$ cat src/rtl/dmem_arbiter.sv
// Two-port round-robin arbiter and access sequencer for the shared data memory.
// Optional build macro DMEM_ARB_FIXED_PRIO_EN: port 0 always wins a contended acceptance.
module dmem_arbiter #(
    parameter int DATA_WIDTH    = 32,
    parameter int ADDR_WIDTH    = 32,
    parameter int ACCESS_CYCLES = 2
) (
    input  logic                  clk,
    input  logic                  rst,
    input  logic                  p0_valid,
    output logic                  p0_ready,
    input  logic                  p0_we,
    input  logic [ADDR_WIDTH-1:0] p0_addr,
    input  logic [DATA_WIDTH-1:0] p0_wdata,
    output logic                  p0_rsp_valid,
    output logic [DATA_WIDTH-1:0] p0_rdata,
    input  logic                  p1_valid,
    output logic                  p1_ready,
    input  logic                  p1_we,
    input  logic [ADDR_WIDTH-1:0] p1_addr,
    input  logic [DATA_WIDTH-1:0] p1_wdata,
    output logic                  p1_rsp_valid,
    output logic [DATA_WIDTH-1:0] p1_rdata,
    output logic [ADDR_WIDTH-1:0] mem_addr,
    output logic [DATA_WIDTH-1:0] mem_wdata,
    output logic                  mem_wen,
    input  logic [DATA_WIDTH-1:0] mem_rdata,
    output logic                  cpu_stall
);

    typedef enum logic [1:0] {
        IDLE = 2'd0,
        BUSY = 2'd1,
        RESP = 2'd2
    } state_t;

    localparam logic [3:0] CNT_LOAD = 4'(ACCESS_CYCLES - 1);

    state_t                  state_r;
    logic [3:0]              cnt_r;
    logic                    owner_r;
    logic                    we_r;
    logic [ADDR_WIDTH-1:0]   addr_r;
    logic [DATA_WIDTH-1:0]   wdata_r;
    logic                    wen_r;
    logic                    rsp0_r;
    logic                    rsp1_r;
    logic [DATA_WIDTH-1:0]   rdata0_r;
    logic [DATA_WIDTH-1:0]   rdata1_r;
`ifndef DMEM_ARB_FIXED_PRIO_EN
    logic                    prio_r;
`endif

    logic                    gnt_s;
    logic                    accept_s;
    logic                    hs_s;
    logic                    sel_we_s;
    logic [ADDR_WIDTH-1:0]   sel_addr_s;
    logic [DATA_WIDTH-1:0]   sel_wdata_s;
    logic                    stall_s;

    // Pick the winning port among the currently valid requesters
    always_comb begin
        gnt_s = 1'b0;
        if (p0_valid && p1_valid) begin
`ifdef DMEM_ARB_FIXED_PRIO_EN
            gnt_s = 1'b0;
`else
            gnt_s = prio_r;
`endif
        end else if (p1_valid) begin
            gnt_s = 1'b1;
        end else begin
            gnt_s = 1'b0;
        end
    end

    // Acceptance window, handshake detect and request mux of the winner
    always_comb begin
        accept_s    = (state_r != BUSY);
        hs_s        = accept_s && (p0_valid || p1_valid);
        sel_we_s    = p0_we;
        sel_addr_s  = p0_addr;
        sel_wdata_s = p0_wdata;
        if (gnt_s) begin
            sel_we_s    = p1_we;
            sel_addr_s  = p1_addr;
            sel_wdata_s = p1_wdata;
        end else begin
            sel_we_s    = p0_we;
            sel_addr_s  = p0_addr;
            sel_wdata_s = p0_wdata;
        end
    end

    // CPU stall: waiting for acceptance, or its own access still in progress
    always_comb begin
        stall_s = 1'b0;
        if (p0_valid && !p0_ready) begin
            stall_s = 1'b1;
        end else if (!owner_r && (state_r != IDLE)) begin
            stall_s = 1'b1;
        end else begin
            stall_s = 1'b0;
        end
    end

    assign p0_ready     = accept_s && p0_valid && !gnt_s;
    assign p1_ready     = accept_s && p1_valid && gnt_s;
    assign cpu_stall    = stall_s;
    assign mem_addr     = addr_r;
    assign mem_wdata    = wdata_r;
    assign mem_wen      = wen_r;
    assign p0_rsp_valid = rsp0_r;
    assign p1_rsp_valid = rsp1_r;
    assign p0_rdata     = rdata0_r;
    assign p1_rdata     = rdata1_r;

    // Access sequencer: accept, count down the access, respond
    always_ff @(posedge clk or negedge rst) begin
        if (!rst) begin
            state_r  <= IDLE;
            cnt_r    <= 4'd0;
            owner_r  <= 1'b0;
            we_r     <= 1'b0;
            addr_r   <= '0;
            wdata_r  <= '0;
            wen_r    <= 1'b0;
            rsp0_r   <= 1'b0;
            rsp1_r   <= 1'b0;
            rdata0_r <= '0;
            rdata1_r <= '0;
`ifndef DMEM_ARB_FIXED_PRIO_EN
            prio_r   <= 1'b0;
`endif
        end else begin
            rsp0_r <= 1'b0;
            rsp1_r <= 1'b0;
            wen_r  <= 1'b0;
            case (state_r)
                IDLE, RESP: begin
                    if (hs_s) begin
                        owner_r <= gnt_s;
                        we_r    <= sel_we_s;
                        addr_r  <= sel_addr_s;
                        wdata_r <= sel_wdata_s;
                        cnt_r   <= CNT_LOAD;
                        state_r <= BUSY;
`ifndef DMEM_ARB_FIXED_PRIO_EN
                        prio_r  <= ~gnt_s;
`endif
                        // A one-cycle access writes in the very first BUSY cycle
                        if (ACCESS_CYCLES == 1) begin
                            wen_r <= sel_we_s;
                        end else begin
                            wen_r <= 1'b0;
                        end
                    end else begin
                        state_r <= IDLE;
                    end
                end
                BUSY: begin
                    if (cnt_r == 4'd0) begin
                        if (!we_r && !owner_r) begin
                            rdata0_r <= mem_rdata;
                        end else if (!we_r && owner_r) begin
                            rdata1_r <= mem_rdata;
                        end else begin
                            rdata0_r <= rdata0_r;
                        end
                        rsp0_r  <= ~owner_r;
                        rsp1_r  <= owner_r;
                        state_r <= RESP;
                    end else begin
                        cnt_r <= cnt_r - 4'd1;
                        if (cnt_r == 4'd1) begin
                            wen_r <= we_r;
                        end else begin
                            wen_r <= 1'b0;
                        end
                    end
                end
                default: begin
                    state_r <= IDLE;
                end
            endcase
        end
    end

endmodule
$ cat config.mk
export PLATFORM = sky130hd
export DESIGN_NAME = dmem_arbiter
export DESIGN_NICKNAME = d
export VERILOG_FILES = /design/src/rtl/dmem_arbiter.sv
export SDC_FILE = /design/constraint.sdc
export NUM_CORES = 1
export LEC_CHECK = 0
export CAP_MARGIN = 5
export CORE_ASPECT_RATIO = 0.5
export CORE_UTILIZATION = 40
export DETAILED_ROUTE_END_ITERATION = 16
export HOLD_SLACK_MARGIN = 0.12
export PLACE_DENSITY = 0.85
export SYNTH_ARGS = -nofsm -noshare
export SYNTH_HDL_FRONTEND = slang
export SYNTH_SLANG_ARGS = --single-unit
$ cat constraint.sdc
create_clock -name clk -period 2.4 [get_ports clk]
set_clock_uncertainty 0.15 [all_clocks]
set_input_delay 0.48 -clock clk [delete_from_list [all_inputs] [get_ports clk]]
set_output_delay 0.48 -clock clk [all_outputs]
set_load 0.01 [all_outputs]
* Word-level counts from Yosys, hierarchy flattened
Index checks and enable logic that the tools add are counted.
** Word-level totals
- Bits in registers :: 140
- Logic and storage cells :: 67
** Cells by class
- Add/sub/neg operators :: 1
- Eq/ne operators :: 7
- Multiplexer cells :: 20
- Bitwise logic cells :: 3
- Reductions and logical operators :: 24
** Operator list (count)
- 2-to-1 mux 32 bit :: 2
- 2-to-1 mux 1 bit :: 13
- logical AND 1 bit :: 10
- 2-to-1 mux 4 bit :: 2
- one-hot mux 4 bit (2 select lines) :: 1
- inequality test 2 bit (second input constant) :: 3
- AND reduction 3 bit :: 2
- equality test 4 x 1 -> 1 bit (second input constant) :: 1
- zero test 1 bit :: 4
- zero test 4 bit :: 1
- one-hot mux 2 bit (2 select lines) :: 1
- AND reduction 4 bit :: 1
- nonzero test 2 bit :: 2
- subtractor 4 x 1 -> 4 bit (second input constant) :: 1
- NOT 1 bit :: 3
- equality test 2 x 1 -> 1 bit (second input constant) :: 1
- equality test 2 bit (second input constant) :: 1
- zero test 2 bit :: 1
- 2-to-1 mux 2 bit :: 1
- inequality test 2 x 1 -> 1 bit (second input constant) :: 1
- AND reduction 2 bit :: 1
- OR reduction 2 bit :: 1
- logical OR 1 bit :: 1

* Logic depth before layout (Yosys ltp)
Gate-level depths: netlist (run 1).
- Depth after elaboration :: 7
- Gate-level depth with buffers :: 6
- Depth with buffers taken out :: 5

* Worst setup path after synthesis (run 1)
No wires, ideal clock.
- Path kind :: reg2reg
- Start :: reg cnt_r[0]
- End :: reg rdata1_r[10] (netlist: p1_rdata[10])
- Library setup time :: 0.125 ns
- Data arrival time :: 1.661 ns
- Setup slack :: 0.464 ns
- Stages on the path, launching flop included :: 7
- Clock period less this slack :: 1.936 ns
- Cell sequence :: dfrtp_1 -> inv_1 -> ha_1 -> nor3b_4 -> nand4b_4 -> buf_6 -> mux2_4
** On the way
- Word-level cells in the longest chain between the ends :: 2
** RTL lines
- start, declared :: RTL line 40 : logic [3:0] cnt_r;
- start signal, assigned :: RTL line 175 : cnt_r <= cnt_r - 4'd1;
- zero test 4 bit :: RTL line 163 : if (cnt_r == 4'd0) begin
- AND reduction 4 bit (no line)
- end signal, assigned :: RTL line 167 : rdata1_r <= mem_rdata;
- end, declared :: RTL line 49 : logic [DATA_WIDTH-1:0] rdata1_r;
Every way passes these cells.
A chain may end at the register's enable or synchronous reset.

* Worst setup path after layout (run 1)
- Start :: in p1_valid
- End :: out cpu_stall
** On the way
- Word-level cells in the longest chain between the ends :: 7
- Elaborated cells between the ends (all ways) :: 8
- Classes of those cells :: 3 x mux; 5 x reduce/logical
** RTL lines
- start, declared :: RTL line 17 : input logic p1_valid,
- 2-to-1 mux 1 bit / logical AND 1 bit (equally long branches) :: RTL line 71, 65
- 2-to-1 mux 1 bit * :: RTL line 65 : if (p0_valid && p1_valid) begin
- zero test 1 bit * :: RTL line 108 : assign p0_ready = accept_s && p0_valid && !gnt_s;
- logical AND 1 bit * :: RTL line 108
- zero test 1 bit * :: RTL line 99 : if (p0_valid && !p0_ready) begin
- logical AND 1 bit * :: RTL line 99
- 2-to-1 mux 1 bit * :: RTL line 99
- end, declared :: RTL line 28 : output logic cpu_stall
Every way passes the cells marked *; elsewhere a longest branch is shown, timed or not.

==> reports/metrics.yaml, run 1 <==
timing:
  tightest_slew_ns: 0.5835
  rsz0062_at_grt: "no"
  setup_tns_ns: 0
  finalSetupViolations: 0
  finalHoldViolCount: 0
  layout_setup_ws_ns: 0.2300
  min_period_over_period_pct: 90.42
  slew_viol_final: 0
  slew-limit-headroom_pct: 61.10
  layout_min_cycle_time_ns: 2.170
  fmax_ghz: 0.4608
  whs_ns: 0.3560
synthesis:
  synth_nets: 572
  synth_area_leaders: "dfrtp_1 (60%), a221o_1 (11%), mux2_4 (8.2%), and2_1 (7.0%), mux2_2 (6.1%)"
  synth-seq-cells: 140
  netlist-cell-type-count: 36
  yosysSeqAreaShare_pct: 59.57
  synth_area_per_cell_um2: 14.56
  synthCells: 404
  netlist_area_um2: 5881
  yosysTopAreaCell: "dfrtp_1"
  yosys_warnings: 0
  ys.flop_type: "dfrtp_1"
  synth_top_area_share_pct: 59.57
  synthArstFlopShare_pct: 100.0
  synth_edf_count: 0
floorplan:
  initial_core_util_pct: 42.23
  die_w_um: 173.5
  ioPinCount: 300
  design.die.area_um2: 15220
  core_um2: 13930
  chipHeight_um: 87.74
  rows: 30
global_routing:
  grt_max_degree: 62
  grt.overflow.total: 0
  groute.usage.overall_pct: 24.91
  antenna_found_initial: 0
  grt_pass1_wl_um: 28860
  grt_pass1_vias: 5127
drt:
  maxUsedRoutingLayer: "met4"
  vias_per_cell: 5.226
  drt_iter0_drc: 204
  drc: 0
  wl_met1_um: 7511
  routed-wl-met3_um: 807
  finalWirelength_um: 18600
  wl_per_cell_um: 20.29
  vias: 4792
  final_antenna_net_count: 0
  drtPass1Iterations: 4
  wl_met2_um: 9742
critical_path:
  cp.arrival_ns: 1.54
  cp.required_ns: 1.77
  crit_slowest_cell: "clkdlybuf4s50_1"
  r2r-end: "p1_rdata[2]"
  cp-end-kind: "primary output"
  timing.rr.start: "cnt_r[1]"
  critical_path.top_delay_family: "buffers and inverters"
  worstSetupPathType: "in -> out"
  crit_top_cell: "nand2_1"
  cp-start-kind: "primary input"
  cpPeakStageDelay_ns: 0.51
  path_cells: "clkdlybuf4s50_1 > nand2_1 > nand2_1 > o2bb2ai_1 > dlygate4sd2_1"
  reg2reg_depth: 6
  ff2ff_setup_slack_ns: 0.25
  cp_max_fo: 3
  path_buf_inv: 2
clock_network:
  cts_tree: "yes"
  cts.path.max_buffers: 2
  clock-sinks: 140
  postCtsSetupBuffers: 0
  htree_levels: 4
  worstSkewPairLatency_ns: 0.40
  numCtsBuffers: 17
  clockRootBuffer: "clkbuf_16"
  clk_pin_slew_worst_paths_ns: 0.06
outcome:
  status: "finished clean"
finish:
  antenna_cells: 0
  final_nets: 880
  fillers: 980
  final_cells: 917
  seq_area_um2: 3505
  multiInputGateArea_um2: 2225
  areaGrowthSynthToFinish_pct: 65.70
  drive_gt1_share_pct: 16.97
power:
  power.leakage_uw: 0.004242
  power_density_nw_per_um2: 1310
  ir_drop_mv: 0.6257
worst_hold_path:
  min_path_type: "reg -> reg"
  min_to: "p0_rdata[23]"
  worst_hold_startpoint: "p0_rdata[23]"
  hold_path_depth: 1
placement:
  gp_congestion: 0.8259
  dp_cells: 884
  dp_hpwl_um: 13550
  place_worst_setup_slack_ns: -0.03432
  io_buffers: 299
flow_run:
  cap_violations: 0
registers in the layout, summed over array words and instances (netlist names):
name / cells
mem_addr: 32
mem_wdata: 32
p0_rdata: 32
p1_rdata: 32
cnt_r: 4
state_r: 2
mem_wen: 1
owner_r: 1
p0_rsp_valid: 1
p1_rsp_valid: 1
prio_r: 1
we_r: 1
worst max path at each step:
stage	from	end	slack [ns]	cells past startpoint
floorplan	cnt_r[0]	p1_rdata[10]	0.46	6
global placement	p1_valid	cpu_stall	-0.02	5
detailed placement	p1_valid	cpu_stall	-0.03	5
CTS	state_r[0]	p0_ready	0.02	3
global route	cnt_r[1]	p1_rdata[30]	0.15	6
finish	p1_valid	cpu_stall	0.23	5
area by class of cell:
cell class,count,area share (%)
flip-flops and latches,140,35.97
repair buffers,317,33.08
multi-input cells,233,22.83
clock buffers,18,4.404
well taps,192,2.465
clock inverters,14,1.143
inverters,3,0.1156
cells in the mapped netlist, drive strengths merged, types with 3 or more instances:
master and number:
nand3 3, buf 13, clkbuf 15, dfrtp 140
nand2 3, inv 3, and3 3, and2 66
a221o 65, mux2 64
routing by layer:
layer / track usage, % / up-vias
li1: - / 2125
met1: 29.89 / 2463
met2: 44.40 / 161
met3: 5.295 / 43
met4: 10.70 / 0
met5: 0 / -
metrics by stage:
| step | utilization, % | instance area (um2) | total power (uW) |
|---|---|---|---|
| floorplan | - | 5881 | 6971 |
| global placement | 65.93 | 9181 | 10120 |
| detailed placement | 65.93 | 9181 | 10340 |
| CTS | 69.93 | 9738 | 12870 |
| global route | 69.97 | 9744 | 13410 |
| finish | 69.97 | 9744 | 12770 |
kinds of logic after synthesis:
group           after synthesis  share of synthesized area (%)
flops                       140                          59.57
simple gates                 92                          10.38
compound gates               74                          12.19
mux                          65                          14.47
buf+inv                      31                          2.957
fa+ha+maj                     2                         0.4255
cells in the final DEF, fill, tap and decap left out, drive strengths merged, types with 3 or more instances in the layout:
cell             n
nand2            3
clkbuf          18
mux2            64
and3             3
inv             10
buf             18
clkdlybuf4s50  295
nand3            3
dfrtp          140
a221o           65
and2            66
clkinvlp         5
what timing repair did:
item | 4_1_cts | 5_1_grt
pin swaps | 0 | 0
setup endpoints to repair | 3 | 2
endpoints found under the hold margin | 57 | 0
resized for setup | 3 | 3
hold buffers | 1 | 0
power by group:
group | internal [uW] | switching (uW)
registers | 3530 | 706
logic | 3760 | 2350
clock network | 1340 | 1080
total | 8630 | 4140
No activity file was read; power rests on OpenSTA's default activity.
==> run 2, diff against run 1 <==
Settings changed: CTS_BUF_LIST set to sky130_fd_sc_hd__clkbuf_2.
==> run 2 against run 1 <==
Register-to-register slack hardly changed. Critical path depth is 4 lower. First-iteration DRC count is 22% higher. Combinational power is 2% higher.
==> reports/metrics.yaml, run 2 (same netlist as run 1, synthesis figures left out) <==
clock_network:
  numCtsBuffers: 17
  cts.path.max_buffers: 2
  clockRootBuffer: "clkbuf_2"
  clk_pin_slew_worst_paths_ns: 0.25
  htree_levels: 4
  cts_tree: "yes"
  clock-sinks: 140
  worstSkewPairLatency_ns: 0.64
critical_path:
  r2r-end: "p1_rdata[24]"
  cp.arrival_ns: 1.65
  path_buf_inv: 1
  cp_max_fo: 2
  path_cells: "clkdlybuf4s50_1"
  cp-end-kind: "primary output"
  cp.required_ns: 1.77
  ff2ff_setup_slack_ns: 0.24
  critical_path.top_delay_family: "buffers and inverters"
  reg2reg_depth: 6
  worstSetupPathType: "reg -> out"
  crit_slowest_cell: "clkdlybuf4s50_1"
  cp-start-kind: "register"
  timing.rr.start: "cnt_r[1]"
  cpPeakStageDelay_ns: 0.58
flow_run:
  cap_violations: 0
floorplan:
  design.die.area_um2: 15220
  die_w_um: 173.5
  rows: 30
  initial_core_util_pct: 42.23
  core_um2: 13930
  chipHeight_um: 87.74
  ioPinCount: 300
placement:
  place_area_um2: 9181
  io_buffers: 299
  gp_congestion: 0.8259
  dp_hpwl_um: 13550
global_routing:
  grt.overflow.total: 0
  antenna_found_initial: 0
  grt_max_degree: 62
  grt_pass1_vias: 5028
  grt_pass1_wl_um: 28030
  groute.usage.overall_pct: 24.15
finish:
  fillers: 1023
  antenna_cells: 0
  drive_gt1_share_pct: 18.53
  final_nets: 889
  mostFrequentLayoutCells: "clkdlybuf4s50_1 (289), dfrtp_1 (139), and2_1 (66)"
  final_common_cell: "clkdlybuf4s50_1"
  areaGrowthSynthToFinish_pct: 61.15
  final_area_um2: 9477
drt:
  final_antenna_net_count: 0
  vias_per_cell: 5.202
  vias: 4817
  finalWirelength_um: 18050
  drtPass1Iterations: 6
  drc: 0
  drt_iter0_drc: 249
  wl_per_cell_um: 19.49
worst_hold_path:
  min_path_type: "in -> async"
timing:
  layout_min_cycle_time_ns: 2.275
  slew-limit-headroom_pct: 60.77
  fmax_ghz: 0.4396
  finalSetupViolations: 0
  min_period_over_period_pct: 94.79
  finalHoldViolCount: 0
  slew_viol_final: 0
  tightest_slew_ns: 0.5884
power:
  power_density_nw_per_um2: 1223
  power.leakage_uw: 0.004178
  total_power_uw: 11590
  ir_drop_mv: 0.5730
outcome:
  status: "finished clean"
run 2: cell types whose count changed in the layout (fill, tap and decap cells not counted), sizes merged:
| cell | before | now |
|---|---|---|
| dlygate4sd2 | 1 | 0 |
| dlymetal6s2s | 2 | 6 |
| clkbuf | 18 | 20 |
| clkdlybuf4s15 | 0 | 1 |
| clkdlybuf4s50 | 295 | 289 |
| buf | 18 | 27 |
run 2: report_power, final:
part           total (uW)  internal, uW  switching (uW)
Combinational        6200          3830            2370
Sequential           4170          3500             670
Clock                1220           294             927
Total               11600          7630            3970
run 2: timing repair:
action                     in CTS  in global routing
setup endpoints to repair       3                 13
gates resized for setup         8                 10
setup buffers                   4                  5
hold endpoints to repair      140                  0
hold buffers                    1                  0
run 2: stage by stage:
| stage | setup TNS (ns) | utilization, % | hold WS (ns) | cells | setup slack (ns) |
|---|---|---|---|---|---|
| 2_1_floorplan | 0 | - | 0.03441 | 404 | 0.4640 |
| 3_3_place_gp | -0.01987 | 65.93 | 0.3384 | 884 | -0.01987 |
| 3_5_place_dp | -0.03432 | 65.93 | 0.3420 | 884 | -0.03432 |
| 4_1_cts | 0 | 67.73 | 0.1280 | 921 | 0.001341 |
| 5_1_grt | -0.005609 | 68.05 | 0.1216 | 926 | -0.005609 |
| 6_report | 0 | 68.05 | 0.1856 | 926 | 0.1250 |
run 2: layout make-up:
class | count | area [um2] | area share (%)
Clock buffer | 18 | 90.09 | 0.9506
Clock inverter | 14 | 111.4 | 1.175
Inverter | 3 | 11.26 | 0.1188
Multi-Input combinational cell | 233 | 2227 | 23.50
Sequential cell | 140 | 3505 | 36.98
Tap cell | 192 | 240.2 | 2.535
Timing Repair Buffer | 326 | 3292 | 34.74
run 2: worst max-delay path by stage:
stage	start	to	cells past startpoint
final	p0_rdata[10]	p0_rdata[10]	1
after global routing	p1_rdata[15]	p1_rdata[15]	1
after CTS	prio_r	p0_ready	4
after detailed placement	p1_valid	cpu_stall	5
after global placement	p1_valid	cpu_stall	5
after floorplan	cnt_r[0]	p1_rdata[10]	6
run 2: per-layer routing:
layer  global-route usage, %  routed length [um]  share of wire [%]  vias up
li1                        -                   -                  -     2143
met1                   29.64                7146                 40     2471
met2                   42.83                9573                 53      166
met3                   4.601                 856                4.7       37
met4                   9.895                 472                2.6        0
met5                       0                   0                  0        -
